File: src/rtl/qeciphy_tx_framer_pkg.sv
// qeciphy_tx_framer_pkg: shared types and CRC-32 helper for the TX framer.
// crc32_next is written in loop form over a bounded word so the same function
// serves any DATA_W up to CRC_MAX_W bits (pass the real width in nbits).
package qeciphy_tx_framer_pkg;

  typedef enum logic [2:0] {
    KIND_OFF  = 3'd0,
    KIND_FAW  = 3'd1,
    KIND_CRC  = 3'd2,
    KIND_DATA = 3'd3,
    KIND_IDLE = 3'd4
  } tx_kind_t;

  typedef enum logic [1:0] {
    MODE_OFF    = 2'd0,
    MODE_IDLE   = 2'd1,
    MODE_ACTIVE = 2'd2
  } tx_mode_t;

  localparam logic [31:0] CRC32_POLY = 32'h04C1_1DB7;
  localparam logic [31:0] CRC32_INIT = 32'hFFFF_FFFF;

  localparam int unsigned CRC_MAX_W  = 512;
  localparam int unsigned CRC_IDX_W  = $clog2(CRC_MAX_W);

  // MSB-first, non-reflected CRC-32 step over the low nbits of data.
  function automatic logic [31:0] crc32_next(input logic [31:0]          crc,
                                             input logic [CRC_MAX_W-1:0] data,
                                             input int unsigned          nbits);
    logic [31:0]          c;
    logic                 fb;
    logic [CRC_IDX_W-1:0] idx;
    c = crc;
    for (int unsigned i = 0; i < CRC_MAX_W; i++) begin
      if (i < nbits) begin
        idx = CRC_IDX_W'(nbits - 32'd1 - i);
        fb  = c[31] ^ data[idx];
        c   = {c[30:0], 1'b0};
        if (fb) c = c ^ CRC32_POLY;
      end
    end
    return c;
  endfunction

endpackage

File: src/rtl/qeciphy_tx_framer_crc_accum.sv
// qeciphy_tx_crc_accum: CRC-32 accumulator, one DATA_W word per enabled cycle.
// init_i has priority over en_i and reloads the all-ones seed.
module qeciphy_tx_crc_accum
  import qeciphy_tx_framer_pkg::*;
#(
  parameter int unsigned DATA_W = 64
) (
  input  logic              clk_i,
  input  logic              rst_i,
  input  logic              init_i,
  input  logic              en_i,
  input  logic [DATA_W-1:0] data_i,
  output logic [31:0]       crc_o
);

  // Seed on init, otherwise fold in the presented word when enabled.
  always_ff @(posedge clk_i or posedge rst_i) begin
    if (rst_i) begin
      crc_o <= CRC32_INIT;
    end else if (init_i) begin
      crc_o <= CRC32_INIT;
    end else if (en_i) begin
      crc_o <= crc32_next(crc_o, CRC_MAX_W'(data_i), DATA_W);
    end
  end

endmodule

File: src/rtl/qeciphy_tx_framer.sv
// qeciphy_tx_framer: self-timed TX framer. A free-running slot counter lays out
// FAW / data / CRC slots; mode is latched at slot 0 and held for the frame.
// Optional feature: define QECIPHY_TX_FRAMER_CRC_INJECT_EN to add inject_crc_err_i,
// which corrupts bit 0 of the next emitted (non-OFF) CRC word.
module qeciphy_tx_framer
  import qeciphy_tx_framer_pkg::*;
#(
  parameter int unsigned       DATA_W      = 64,
  parameter int unsigned       CRC_GROUP   = 6,
  parameter int unsigned       NUM_GROUPS  = 9,
  parameter logic [DATA_W-1:0] FAW_PATTERN = DATA_W'(64'hF6F6_2828_F6F6_2828),
  parameter logic [DATA_W-1:0] IDLE_WORD   = DATA_W'(64'h0707_0707_0707_0707)
) (
  input  logic              clk_i,
  input  logic              rst_i,
  input  logic              tx_off_i,
  input  logic              tx_idle_i,
  input  logic              tx_active_i,
  input  logic              rx_rdy_i,
  input  logic [DATA_W-1:0] s_axis_tdata_i,
  input  logic              s_axis_tvalid_i,
  output logic              s_axis_tready_o,
  output logic [DATA_W-1:0] m_axis_tdata_o,
  output tx_kind_t          m_axis_tkind_o,
  output logic              faw_boundary_o,
  output logic              crc_boundary_o
`ifdef QECIPHY_TX_FRAMER_CRC_INJECT_EN
  ,
  input  logic              inject_crc_err_i
`endif
);

  localparam int unsigned FAW_PERIOD = 1 + NUM_GROUPS * (CRC_GROUP + 1);
  localparam int unsigned SLOT_W     = $clog2(FAW_PERIOD);
  localparam int unsigned GRP_W      = $clog2(CRC_GROUP + 1);

  logic [SLOT_W-1:0] slot_cnt;
  logic [GRP_W-1:0]  grp_cnt;
  tx_mode_t          mode_q;
  tx_mode_t          req_mode;
  tx_mode_t          cur_mode;
  logic              is_faw;
  logic              is_crc;
  logic              is_data;
  logic              accept;
  logic              crc_init;
  logic              crc_en;
  logic              inj_flip;
  logic [DATA_W-1:0] data_word;
  logic [31:0]       crc_val;

  // Slot decode, mode selection and payload handshake.
  // grp_cnt tracks the position inside the current CRC group so no modulo of
  // slot_cnt is needed; slot 0 uses the freshly requested mode directly.
  always_comb begin
    is_faw  = (slot_cnt == '0);
    is_crc  = !is_faw && (grp_cnt == GRP_W'(CRC_GROUP));
    is_data = !is_faw && !is_crc;

    if (tx_off_i)         req_mode = MODE_OFF;
    else if (tx_idle_i)   req_mode = MODE_IDLE;
    else if (tx_active_i) req_mode = MODE_ACTIVE;
    else                  req_mode = MODE_OFF;

    cur_mode        = is_faw ? req_mode : mode_q;
    s_axis_tready_o = is_data && (mode_q == MODE_ACTIVE);
    accept          = s_axis_tready_o && s_axis_tvalid_i;
    data_word       = accept ? s_axis_tdata_i : IDLE_WORD;
    crc_init        = is_faw || is_crc;
    crc_en          = is_data && (mode_q != MODE_OFF);
  end

  // Free-running slot/group counters and per-frame mode latch.
  always_ff @(posedge clk_i or posedge rst_i) begin
    if (rst_i) begin
      slot_cnt <= '0;
      grp_cnt  <= '0;
      mode_q   <= MODE_OFF;
    end else begin
      slot_cnt <= (slot_cnt == SLOT_W'(FAW_PERIOD - 1)) ? '0 : slot_cnt + SLOT_W'(1);
      if (crc_init) grp_cnt <= '0;
      else          grp_cnt <= grp_cnt + GRP_W'(1);
      if (is_faw)   mode_q  <= req_mode;
    end
  end

  qeciphy_tx_crc_accum #(
    .DATA_W (DATA_W)
  ) u_crc (
    .clk_i  (clk_i),
    .rst_i  (rst_i),
    .init_i (crc_init),
    .en_i   (crc_en),
    .data_i (data_word),
    .crc_o  (crc_val)
  );

`ifdef QECIPHY_TX_FRAMER_CRC_INJECT_EN
  logic inj_armed;

  // Sticky error request, consumed by the next CRC slot of a non-OFF frame.
  always_ff @(posedge clk_i or posedge rst_i) begin
    if (rst_i) inj_armed <= 1'b0;
    else       inj_armed <= inject_crc_err_i | (inj_armed & ~(is_crc && (mode_q != MODE_OFF)));
  end

  // Flip only on a CRC slot that actually emits a CRC word.
  always_comb begin
    inj_flip = inj_armed && is_crc && (mode_q != MODE_OFF);
  end
`else
  // CRC words are always emitted unmodified.
  always_comb begin
    inj_flip = 1'b0;
  end
`endif

  // Registered line word, kind and boundary markers for the current slot.
  always_ff @(posedge clk_i or posedge rst_i) begin
    if (rst_i) begin
      m_axis_tdata_o <= '0;
      m_axis_tkind_o <= KIND_OFF;
      faw_boundary_o <= 1'b0;
      crc_boundary_o <= 1'b0;
    end else begin
      faw_boundary_o <= is_faw;
      crc_boundary_o <= is_crc;
      if (cur_mode == MODE_OFF) begin
        m_axis_tdata_o <= '0;
        m_axis_tkind_o <= KIND_OFF;
      end else if (is_faw) begin
        m_axis_tdata_o <= {FAW_PATTERN[DATA_W-1:1], rx_rdy_i};
        m_axis_tkind_o <= KIND_FAW;
      end else if (is_crc) begin
        m_axis_tdata_o <= DATA_W'(crc_val) ^ DATA_W'(inj_flip);
        m_axis_tkind_o <= KIND_CRC;
      end else begin
        m_axis_tdata_o <= data_word;
        m_axis_tkind_o <= accept ? KIND_DATA : KIND_IDLE;
      end
    end
  end

endmodule

File: config.mk
export PLATFORM = sky130hd
export DESIGN_NAME = qeciphy_tx_framer
export DESIGN_NICKNAME = d
export VERILOG_FILES = /design/src/rtl/qeciphy_tx_framer_pkg.sv /design/src/rtl/qeciphy_tx_framer_crc_accum.sv /design/src/rtl/qeciphy_tx_framer.sv
export SDC_FILE = /design/constraint.sdc
export NUM_CORES = 1
export LEC_CHECK = 0
export BUFFER_PORTS_ARGS = -buffer_cell sky130_fd_sc_hd__buf_2
export CAP_MARGIN = 20
export CORE_MARGIN = 2
export CORE_UTILIZATION = 60
export CTS_CLUSTER_DIAMETER = 120
export DETAILED_ROUTE_END_ITERATION = 16
export PLACE_DENSITY = 0.82
export SETUP_SLACK_MARGIN = 0.3
export SYNTH_ARGS = -nofsm -noshare
export SYNTH_HDL_FRONTEND = slang
export SYNTH_HIERARCHICAL = 1
export SYNTH_SLANG_ARGS = --single-unit
File: constraint.sdc
create_clock -name clk_i -period 18.9 [get_ports clk_i]
set_clock_uncertainty 0.05 [all_clocks]
set_input_delay 0.945 -clock clk_i [delete_from_list [all_inputs] [get_ports clk_i]]
set_output_delay 0.945 -clock clk_i [all_outputs]
set_load 0.005 [all_outputs]
==> results of run 1 <==
## logic make-up (layout without fill, tap and decap cells)
group                    count (synthesis)  count (layout)  synth area share [%]
adder cells (fa/ha/maj)                  4               4                0.4035
buffers and inverters                   51             173                 1.987
XOR/XNOR                               532             532                 60.62
AND/OR/NAND/NOR                        197             197                 8.625
AO/OA/AOI/OAI                           92              92                 5.447
flip-flops                             112             112                 22.92
## per-layer routing
| metal | up-vias | track usage, % | share of wire [%] |
|---|---|---|---|
| met5 | - | 0 | 0 |
| met4 | 0 | 8.125 | 2.6 |
| met3 | 50 | 6.790 | 8.1 |
| met2 | 396 | 51.88 | 48 |
| met1 | 4034 | 42.56 | 41 |
| li1 | 3585 | - | - |
## worst paths after layout
| path | startpoint | to | cells past startpoint |
|---|---|---|---|
| worst min register to register | grp_cnt[0]$_DFF_PP0_ | grp_cnt[0]$_DFF_PP0_ | 1 |
| max in group asynchronous | rst_i | m_axis_tdata_o[21]$_DFF_PP0_ | 3 |
| worst min-delay path | grp_cnt[0]$_DFF_PP0_ | grp_cnt[0]$_DFF_PP0_ | 1 |
| min in group asynchronous | rst_i | slot_cnt[4]$_DFF_PP0_ | 2 |
| worst max register to register | grp_cnt[0]$_DFF_PP0_ | u_crc/crc_o[9]$_DFFE_PP1P_ | 19 |
| worst max-delay path | grp_cnt[0]$_DFF_PP0_ | u_crc/crc_o[9]$_DFFE_PP1P_ | 19 |
## sequential cells by signal, summed over array words and instances, names as in the netlist
name / count
m_axis_tdata_o: 64
u_crc/crc_o: 32
slot_cnt: 6
grp_cnt: 3
m_axis_tkind_o: 3
mode_q: 2
crc_boundary_o: 1
faw_boundary_o: 1
## final cells by class
class                   instances  share of cell area [%]
clock inverters                 7                  0.5518
flip-flops and latches        112                   20.90
inverters                      11                  0.3127
multi-input cells             825                   68.47
repair buffers                146                   5.629
well taps                     270                   2.483
clock buffers                   9                   1.655
## cells in the final DEF (no fill, tap or decap), drive strengths merged, types with 2 or more instances in the layout
cell type / instances
nor3: 3
nor2: 65
o21a: 4
o22ai: 4
xor2: 75
or3: 23
o21ai: 4
xnor2: 289
a22oi: 4
nand2: 10
a21oi: 32
and3: 55
o41ai: 2
ha: 4
dfrtp: 80
nand3: 4
o211a: 7
dfstp: 32
buf: 146
xnor3: 144
or2: 11
a221oi: 12
nor2b: 14
a211o: 17
inv: 13
xor3: 24
and2: 9
o21bai: 3
clkinv: 5
clkbuf: 9
## metrics by stage
| step | utilization (%) | hold WS (ns) |
|---|---|---|
| after detailed placement | 65.61 | 0.4233 |
| after global routing | 67.23 | 0.4661 |
| final | 67.23 | 0.4505 |
| after global placement | 65.61 | 0.4038 |
| after CTS | 67.10 | 0.4348 |
| after floorplan | - | 0.3822 |
## synthesized netlist by cell type (12+ instances only)
library cell  count
xnor2_1         252
xnor3_1         126
dfrtp_1          80
nor2_1           65
xor2_1           63
and3_1           55
dfstp_2          32
a21oi_1          31
xnor2_2          28
clkbuf_1         26
or3_1            22
xor3_1           22
xnor3_2          18
a211o_1          17
nor2b_1          13
a221oi_1         12
==> results.md, run 1 <==
* Status: complete, no violations
* Crit-path max cell delay at 0.72 ns
* Seq/Total Area, Yosys at between 20% and 30%
* ANT nets after route at 0
* Iter 0 DRT Violations at between 700 and 800
* Final non-filler cell total at about 1400
* Post-Place Setup Slack at roughly 10 ns
* # Post-CTS Setup Buffers at 0
* Avg WL per Cell at between 20 and 25 um
* Max-Cap Viols at 0
* Period utilisation layout at about 47%
* Filler Cell Count at 1462
* Post-route design area at roughly 0.014 mm^2
* Cell Area, Placed at around 0.013 mm^2
* GRT overflow at 0
* Min-delay worst type: reg2reg
* First-pass GRT wire length at 50.57 mm
* Multi-input logic area at 0.009315 mm^2
* FFs w/ async S/R, synth at 100.0%
* Required @ worst endpoint at 19.14 ns
* Die height at 147.8 um
* Final hold vios at 0
* Buf/Inv on CP at 1
* # hold bufs at CTS at 0
* Area contributors post-synth: xnor3_1 23%, xnor2_1 18%, dfrtp_1 16%
* Largest fanout on the critical path at 29
* Reg area at about 0.0028 mm^2
* IO Port Bufs at between 100 and 150
* Row Count at 52
* Clock Tree Root: clkbuf_16
* Critical path class: reg2reg
* Count of cell types in the netlist at 50
* CP arrival at 9.05 ns
* Syn Inst Count at between 900 and 1000
* Fin nets at 1180
* TritonCTS clock tree: done
* Crit. End Element: flop
* Worst setup margin at about 10 ns
* Fmax at about 110 MHz
* Antenna cell count at 0
* Residual DRC at 0
* Initial DRT Pass Iterations at 5
* Number of instances in the placed design at roughly 1400
* Fin crit period at between 8 and 9 ns
* Clock latency at the later pin of the worst-skew pair at between 0.3 and 0.4 ns
* Yosys top cell area share at between 20% and 30%
* Core Area at just over 0.02 mm^2
* Post-cts sizing count at 0
* Total wire length at about 34 mm
* Post-synthesis net count at 1063
* Maximum buffer depth of the clock tree at 2
* Synthesized area at ~0.012 mm^2
* Initial core utilization at 61.30%
* HPWL Detailed at approximately 27 mm
* H-tree lvl count at 3
* DIE AREA at roughly 0.022 mm^2
* Register bit count reported by yosys at about 110
* Area growth syn-to-layout at 9.684%
* TritonCTS buffer count at 9
* R2R Setup Slk at 10.09 ns
* Top Family by Delay on Critical Path: XOR/XNOR gates
* Slew Viols, Final at 0
* Proportion of layout cells with a drive suffix above 1 at between 20% and 30%
* Number of synthesized flops with an enable pin at 0
* Post-synth top flop: dfrtp_1
* Vias at just over 8000
* Relative slew slack at 39.14%
* Horiz. Die Dim at roughly 150 um
* Unrepaired setup endpoints after global routing: false
* Worst Tran Pin Value at about 0.91 ns
* # setup viols final at 0
* All-Layer GR Usage at 31.39%
* Mean Syn Cell Area at 12.55 um^2
* Vias in the first global route at around 8100
* Setup TNS at 0 ns
* Yosys top cell by area: xnor3_1
* Yosys warns at 6
* I/O pins at 141
* Initial antenna violation count at 1
* Crit-path most repeated cell: xor3_1
* Post-DR vias/cell at a little under 6
* Critical-path cell list: inv_1 > ha_1 > nand2_1 > nand3_1 > or3_1 > xnor2_2 > xnor3_1 > xnor3_2 > xor2_2 > xor3_1 > xnor3_1 > xor3_1 > xor3_1 > xnor3_2 > xor3_1 > xnor3_1 > xnor2_1 > a21oi_1 > or2_1
* Largest net degree at the start of global routing at 67
* Slowest cell on crit path: xnor2_2
* CTS Sinks at around 110
* CP Launch Type: flop
* Final RePlAce weighted congestion at between 1 and 1.5
* Clock slew at reported path FFs at ~0.080 ns
Power of run 1 is not shown: default switching activity piles up to over one toggle a cycle in this logic, so the estimate is an artifact.
==> run 2, diff against run 1 <==
CORE_UTILIZATION = 55   (was 60)
PLACE_DENSITY = 0.79   (was 0.82)
clock period = 7.7 ns   (was 18.9 ns; I/O delays follow)
==> run 2 against run 1 <==
  * Via count up 4.9%
  * Flip-flop and latch count did not move
  * Count of clock-buffer cells in the layout increased by 1
  * First-iteration DRC count rose by 15%
  * Utilization down 0.90 points
  * Die area rose by 8.8%
  * Worst hold slack got worse by 0.22 ns
  * Worst setup slack lost 9.6 ns
  * Global-route usage shrank 2.1 points
  * Critical path depth is 5 higher
  * Largest cell class unchanged
  * Highest routed layer unchanged
==> results.md, run 2 (same netlist as run 1, synthesis figures left out) <==
* Post-route design area at around 0.015 mm^2
* Crit-path max cell delay at 0.58 ns
* Reg area at 0.002843 mm^2
* Worst Tran Pin Value at around 0.90 ns
* Crit. End Element: flop
* Post-DR vias/cell at approximately 5.8
* GRT overflow at 0
* # setup viols final at 0
* DIE AREA at ~0.024 mm^2
* Hold_sp: s_axis_tdata_i[47]
* Avg WL per Cell at between 20 and 25 um
* H-tree lvl count at 3
* Slowest cell on crit path: xnor3_2
* Initial core utilization at between 50% and 60%
* Residual DRC at 0
* Commonest non-fill, non-tap cell in the layout: xnor2_1
* Proportion of layout cells with a drive suffix above 1 at 33.53%
* Area growth syn-to-layout at 17.44%
* Unrepaired setup endpoints after global routing: false
* Maximum buffer depth of the clock tree at 2
* CP arrival at ~7.4 ns
* Min-delay worst type: in2reg
* Clock slew at reported path FFs at roughly 0.08 ns
* Fin crit period at 7.202 ns
* TritonCTS clock tree: done
* Fin nets at 1257
* HPWL Detailed at 28.62 mm
* All-Layer GR Usage at between 20% and 30%
* Total wire length at about 36 mm
* Clock Tree Root: clkbuf_16
* Max FFs per register at between 60 and 70
* Met1 track demand over resource at around two fifths
* Cell Area, Placed at approximately 0.014 mm^2
* Setup TNS at 0 ns
* Filler Cell Count at around 1600
* Reg2reg end: u_crc/crc_o[6]$_DFFE_PP1P_
* Final non-filler cell total at 1468
* GR Layer Usage met2 at 48.60%
* Commonest cells after routing, fill and taps aside: 233 x xnor2_1, 140 x buf_2, 112 x xnor3_1
* Biggest registers after layout: m_axis_tdata_o (64), u_crc/crc_o (32), slot_cnt (6)
* First-pass GRT wire length at ~50 mm
* Critical path class: reg2reg
* Met3 usage at under 10%
* Number of instances in the placed design at around 1400
* Hold endpoint: m_axis_tdata_o[47]$_DFF_PP0_
* Initial DRT Pass Iterations at 6
* Die height at around 150 um
* Clock latency at the later pin of the worst-skew pair at approximately 0.35 ns
* IO Port Bufs at 140
* Fmax at between 100 and 150 MHz
* Initial antenna violation count at 1
* I/O pins at approximately 140
* ANT nets after route at 0
* R2R Setup Slk at 0.50 ns
* Status: complete, no violations
* CTS Sinks at 112
* TritonCTS buffer count at 9
* Critical-path cell list: inv_1 > ha_1 > nand2_1 > buf_4 > and3_4 > and3_1 > xor2_1 > xnor3_2 > xnor3_2 > xnor3_2 > buf_4 > xnor2_1 > xnor2_2 > xor2_2 > buf_4 > xnor3_1 > buf_4 > xnor2_2 > xnor3_2 > xor3_1 > xnor3_1 > xor2_1 > nor2_1 > a211o_1
* Final hold vios at 0
* Row Count at 54
* Slew Viols, Final at 0
* Relative slew slack at 39.87%
* Multi-input logic area at slightly below 0.01 mm^2
* Period utilisation layout at 93.53%
* Max-Cap Viols at 0
* Largest net degree at the start of global routing at between 70 and 80
* Required @ worst endpoint at 7.93 ns
* Gr busiest metal: met2
* Horiz. Die Dim at 154.2 um
* Final RePlAce weighted congestion at between 0.9 and 1
* R2R cell count at 24
* Iter 0 DRT Violations at 807
* Worst r2r src: grp_cnt[0]$_DFF_PP0_
* Hold depth at 2
* Core Area at around 0.022 mm^2
* Vias at approximately 8500
* Vias in the first global route at approximately 8300
* CP Launch Type: flop
* Top reg by flops: m_axis_tdata_o
* Largest fanout on the critical path at 13
-- run 2: cell count changes in the layout (fill, tap and decap cells not counted), sizes merged --
cell	previous run	this run
inv	13	14
buf	146	221
diode	0	1
clkbuf	9	10
and3	55	56
dlygate4sd3	0	1
clkinv	5	3
-- run 2: worst max-delay path by stage --
stage	depth (start not counted)	startpoint	to
2_1_floorplan	24	grp_cnt[0]$_DFF_PP0_	u_crc/crc_o[7]$_DFFE_PP1P_
3_3_place_gp	22	grp_cnt[0]$_DFF_PP0_	u_crc/crc_o[6]$_DFFE_PP1P_
4_1_cts	19	slot_cnt[5]$_DFF_PP0_	u_crc/crc_o[7]$_DFFE_PP1P_
6_report	24	grp_cnt[0]$_DFF_PP0_	u_crc/crc_o[6]$_DFFE_PP1P_
3_5_place_dp	21	grp_cnt[0]$_DFF_PP0_	u_crc/crc_o[20]$_DFFE_PP1P_
5_1_grt	20	slot_cnt[5]$_DFF_PP0_	u_crc/crc_o[27]$_DFFE_PP1P_
-- run 2: layout make-up --
type / instances / share of cell area (%)
Tap cell: 280 / 2.405
Antenna cell: 1 / 0.01718
Timing Repair Buffer: 222 / 9.277
Clock inverter: 6 / 0.4295
Sequential cell: 112 / 19.52
Multi-Input combinational cell: 826 / 66.49
Inverter: 11 / 0.2920
Clock buffer: 10 / 1.572
-- run 2: metal layers --
metal	vias up	wire [um]
li1	3735	-
met3	72	3042
met1	4222	14280
met2	434	17110
met5	-	0
met4	0	1150
-- run 2: what timing repair did --
item                                   in CTS  in global routing
endpoints found under the hold margin       8                  0
gates cloned                                0                  1
setup endpoints to repair                  11                 21
hold buffers                                1                  0
pin swaps                                   1                 16
gates resized for setup                    10                 48
setup buffers                               1                 24
-- run 2: worst max-delay path: cells and delay by family, from the launching register on --
family | cells | cell delay, ns
XOR/XNOR | 13 | 4.59
buffers and inverters | 5 | 0.88
AND/OR/NAND/NOR | 4 | 0.73
flip-flops | 1 | 0.37
AO/OA/AOI/OAI | 1 | 0.28
adder cells (fa/ha/maj) | 1 | 0.19
-- run 2: stage by stage --
stage	setup slack, ns	utilization, %	hold slack (ns)
floorplan	0.7657	-	0.3822
global placement	0.1573	62.23	0.2398
detailed placement	0.1017	62.23	0.2457
CTS	0.3163	63.85	0.2152
global route	0.2970	66.34	0.2317
finish	0.4980	66.34	0.2319
Power of run 2 is left out for the same reason.
==> run 3, diff against run 2 <==
ABC_AREA = 1   (was not set)
CORE_UTILIZATION = 57   (was 55)
PLACE_DENSITY = 0.8   (was 0.79)
==> run 3 against run 2 <==
  * Maximum frequency rose by 2.1%
  * Synthesized cell count grew to 3.0 times the previous value
  * Critical path depth increased by 23
  * Final area up 25%
  * Register-to-register slack better by 0.15 ns
  * Highest routed layer is now met5
==> results.md, run 3 <==
* Status: complete, no violations
* CP arrival at between 7 and 8 ns
* Slew Viols, Final at 0
* HPWL Detailed at between 50 and 60 mm
* Count of cell types in the netlist at 45
* TritonCTS buffer count at 9
* Post-Place Setup Slack at -0.0004601 ns
* Area growth syn-to-layout at 9.803%
* Min-delay worst type: in2reg
* Routed length on met1 at around 26 mm
* Largest fanout on the critical path at 27
* Fin crit period at 7.051 ns
* Clock Tree Root: clkbuf_16
* I/O pins at about 140
* Period utilisation layout at between 90 and 100%
* Initial antenna violation count at 1
* Fmax at 141.8 MHz
* Met2 wire length at ~29 mm
* Fin nets at 3151
* Clock latency at the later pin of the worst-skew pair at 0.38 ns
* Number of synthesized flops with an enable pin at 0
* Yosys top cell area share at between 20 and 30%
* Horiz. Die Dim at 174.6 um
* Row Count at between 60 and 70
* Area contributors post-synth: nand2_1 28%, nand3_1 13%, dfrtp_1 12%
* Final hold vios at 0
* Largest net degree at the start of global routing at 56
* Iter 0 DRT Violations at approximately 2500
* Worst Tran Pin Value at 1.048 ns
* Critical path class: reg2reg
* Biggest registers after layout: m_axis_tdata_o (64), u_crc/crc_o (32), slot_cnt (6)
* Unrepaired setup endpoints after global routing: false
* Register bit count reported by yosys at approximately 110
* Post-synth top flop: dfrtp_1
* Total wire length at 65.04 mm
* Post-route design area at roughly 0.018 mm^2
* Syn Inst Count at 2943
* Post-synthesis net count at between 3000 and 4000
* Vias in the first global route at 18303
* Commonest cells after routing, fill and taps aside: 1215 x nand2_1, 431 x nand3_1, 334 x inv_1
* Antenna cell count at 0
* Crit. End Element: flop
* GRT overflow at 0
* # setup viols final at 0
* Worst setup margin at 0.6492 ns
* Post-DR vias/cell at about 5.7
* Crit-path max cell delay at just over 0.4 ns
* All-Layer GR Usage at between 40% and 50%
* Residual DRC at 0
* Top cells by count, synth: 1224 x nand2_1, 434 x nand3_1, 336 x inv_1
* Commonest non-fill, non-tap cell in the layout: nand2_1
* Clock slew at reported path FFs at ~0.10 ns
* Yosys top cell by area: nand2_1
* Max-Cap Viols at 0
* TritonCTS clock tree: done
* FFs w/ async S/R, synth at between 90% and 100%
* IO Port Bufs at between 100 and 150
* Max FFs per register at 64
* First-pass GRT wire length at slightly below 100 mm
* Maximum buffer depth of the clock tree at 2
* Filler Cell Count at between 2000 and 3000
* Final RePlAce weighted congestion at 1.054
* Seq/Total Area, Yosys at between 10% and 20%
* DR WL met3 at between 6 and 7 mm
* Relative slew slack at 29.94%
* Vias at 19835
* H-tree lvl count at 3
* CP Launch Type: flop
* Buf/Inv on CP at 9
* Crit-path most repeated cell: nand2_1
* Core Area at ~0.029 mm^2
* Initial DRT Pass Iterations at 8
* Top-count cell post-synth: nand2_1
* ANT nets after route at 0
* Mean Syn Cell Area at approximately 5.6 um^2
* Initial core utilization at 57.81%
* DIE AREA at 0.03049 mm^2
* Yosys warns at 6
* Top Family by Delay on Critical Path: simple AND/OR/NAND/NOR gates
* Die height at 174.6 um
* Avg WL per Cell at approximately 19 um
* Proportion of layout cells with a drive suffix above 1 at about a fifth
* Slowest cell on crit path: dfrtp_2
* Required @ worst endpoint at approximately 7.9 ns
* Cell Area, Placed at 0.01763 mm^2
* DR top layer: met5
* Top reg by flops: m_axis_tdata_o
* Synthesized area at 0.01659 mm^2
* CTS Sinks at ~110
-- run 3: cell count changes in the layout (fill, tap and decap cells not counted), moves of 64 or more --
cell	before	now
buf_4	79	15
nand2_2	0	159
nor2_1	65	165
nand2_4	1	81
nand3_1	3	431
xnor2_1	233	33
nand2_1	9	1215
xnor3_1	112	0
inv_1	9	334
-- run 3: logic make-up (layout without fill, tap and decap cells) --
family | Yosys count | in the layout | synth area share [%]
adders and majority gates | 4 | 4 | 0.3016
buffers and inverters | 438 | 575 | 10.74
and+or+nand+nor | 2181 | 2182 | 61.45
DFF | 112 | 112 | 17.13
AOI/OAI and AO/OA | 59 | 59 | 2.059
xor gates and xnor gates | 149 | 149 | 8.318
-- run 3: final timing paths --
kind / endpoint / start / depth (start not counted) / slack, ns
worst min register to register: grp_cnt[0]$_DFF_PP0_ / grp_cnt[0]$_DFF_PP0_ / 1 / 0.44
worst max register to register: u_crc/crc_o[29]$_DFFE_PP1P_ / slot_cnt[0]$_DFF_PP0_ / 47 / 0.65
max in group asynchronous: m_axis_tdata_o[27]$_DFF_PP0_ / rst_i / 4 / 5.98
worst max-delay path: u_crc/crc_o[29]$_DFFE_PP1P_ / slot_cnt[0]$_DFF_PP0_ / 47 / 0.65
worst min-delay path: m_axis_tdata_o[41]$_DFF_PP0_ / s_axis_tdata_i[41] / 3 / 0.19
min in group asynchronous: m_axis_tkind_o[2]$_DFF_PP0_ / rst_i / 3 / 0.51
-- run 3: worst register-to-register path, delay by kind of cell, from the launching register on --
family                   cells  cell delay, ns
AND/OR/NAND/NOR             31            3.83
buffers and inverters        9            1.13
XOR/XNOR                     3            0.86
AO/OA/AOI/OAI                3            0.43
flip-flops                   1            0.41
adder cells (fa/ha/maj)      1            0.24
-- run 3: layout make-up --
class                           instances  area [um^2]  share of cell area, %
Inverter                              401         1534                  8.420
Clock inverter                          7        102.6                 0.5631
Multi-Input combinational cell       2394        12180                  66.84
Clock buffer                            9        225.2                  1.236
Timing Repair Buffer                  158        854.6                  4.691
Sequential cell                       112         2844                  15.61
Tap cell                              384        480.5                  2.637
-- run 3: what timing repair did --
action	4_1_cts	5_1_grt
pin swaps	0	2
endpoints found under the hold margin	25	0
cloned	0	1
gates resized for setup	5	45
endpoints found under the setup margin	30	32
buffers inserted	0	3
hold buffers	1	0
-- run 3: per-layer routing --
| metal | global-route usage (%) | up-vias |
|---|---|---|
| met5 | 0 | - |
| met4 | 21.11 | 2 |
| met3 | 6.288 | 228 |
| met2 | 68.73 | 1167 |
| met1 | 53.86 | 9098 |
| li1 | - | 9340 |
-- run 3: stage by stage --
stage	TNS (ns)	std cells	hold slack [ns]	utilization, %
floorplan	0	2943	0.3822	-
detailed placement	-0.0004601	3444	0.3667	61.43
global route	0	3465	0.2072	63.47
global placement	0	3444	0.3510	61.43
finish	0	3465	0.1918	63.47
CTS	0	3461	0.1888	62.65
Power of run 3 is left out for the same reason.
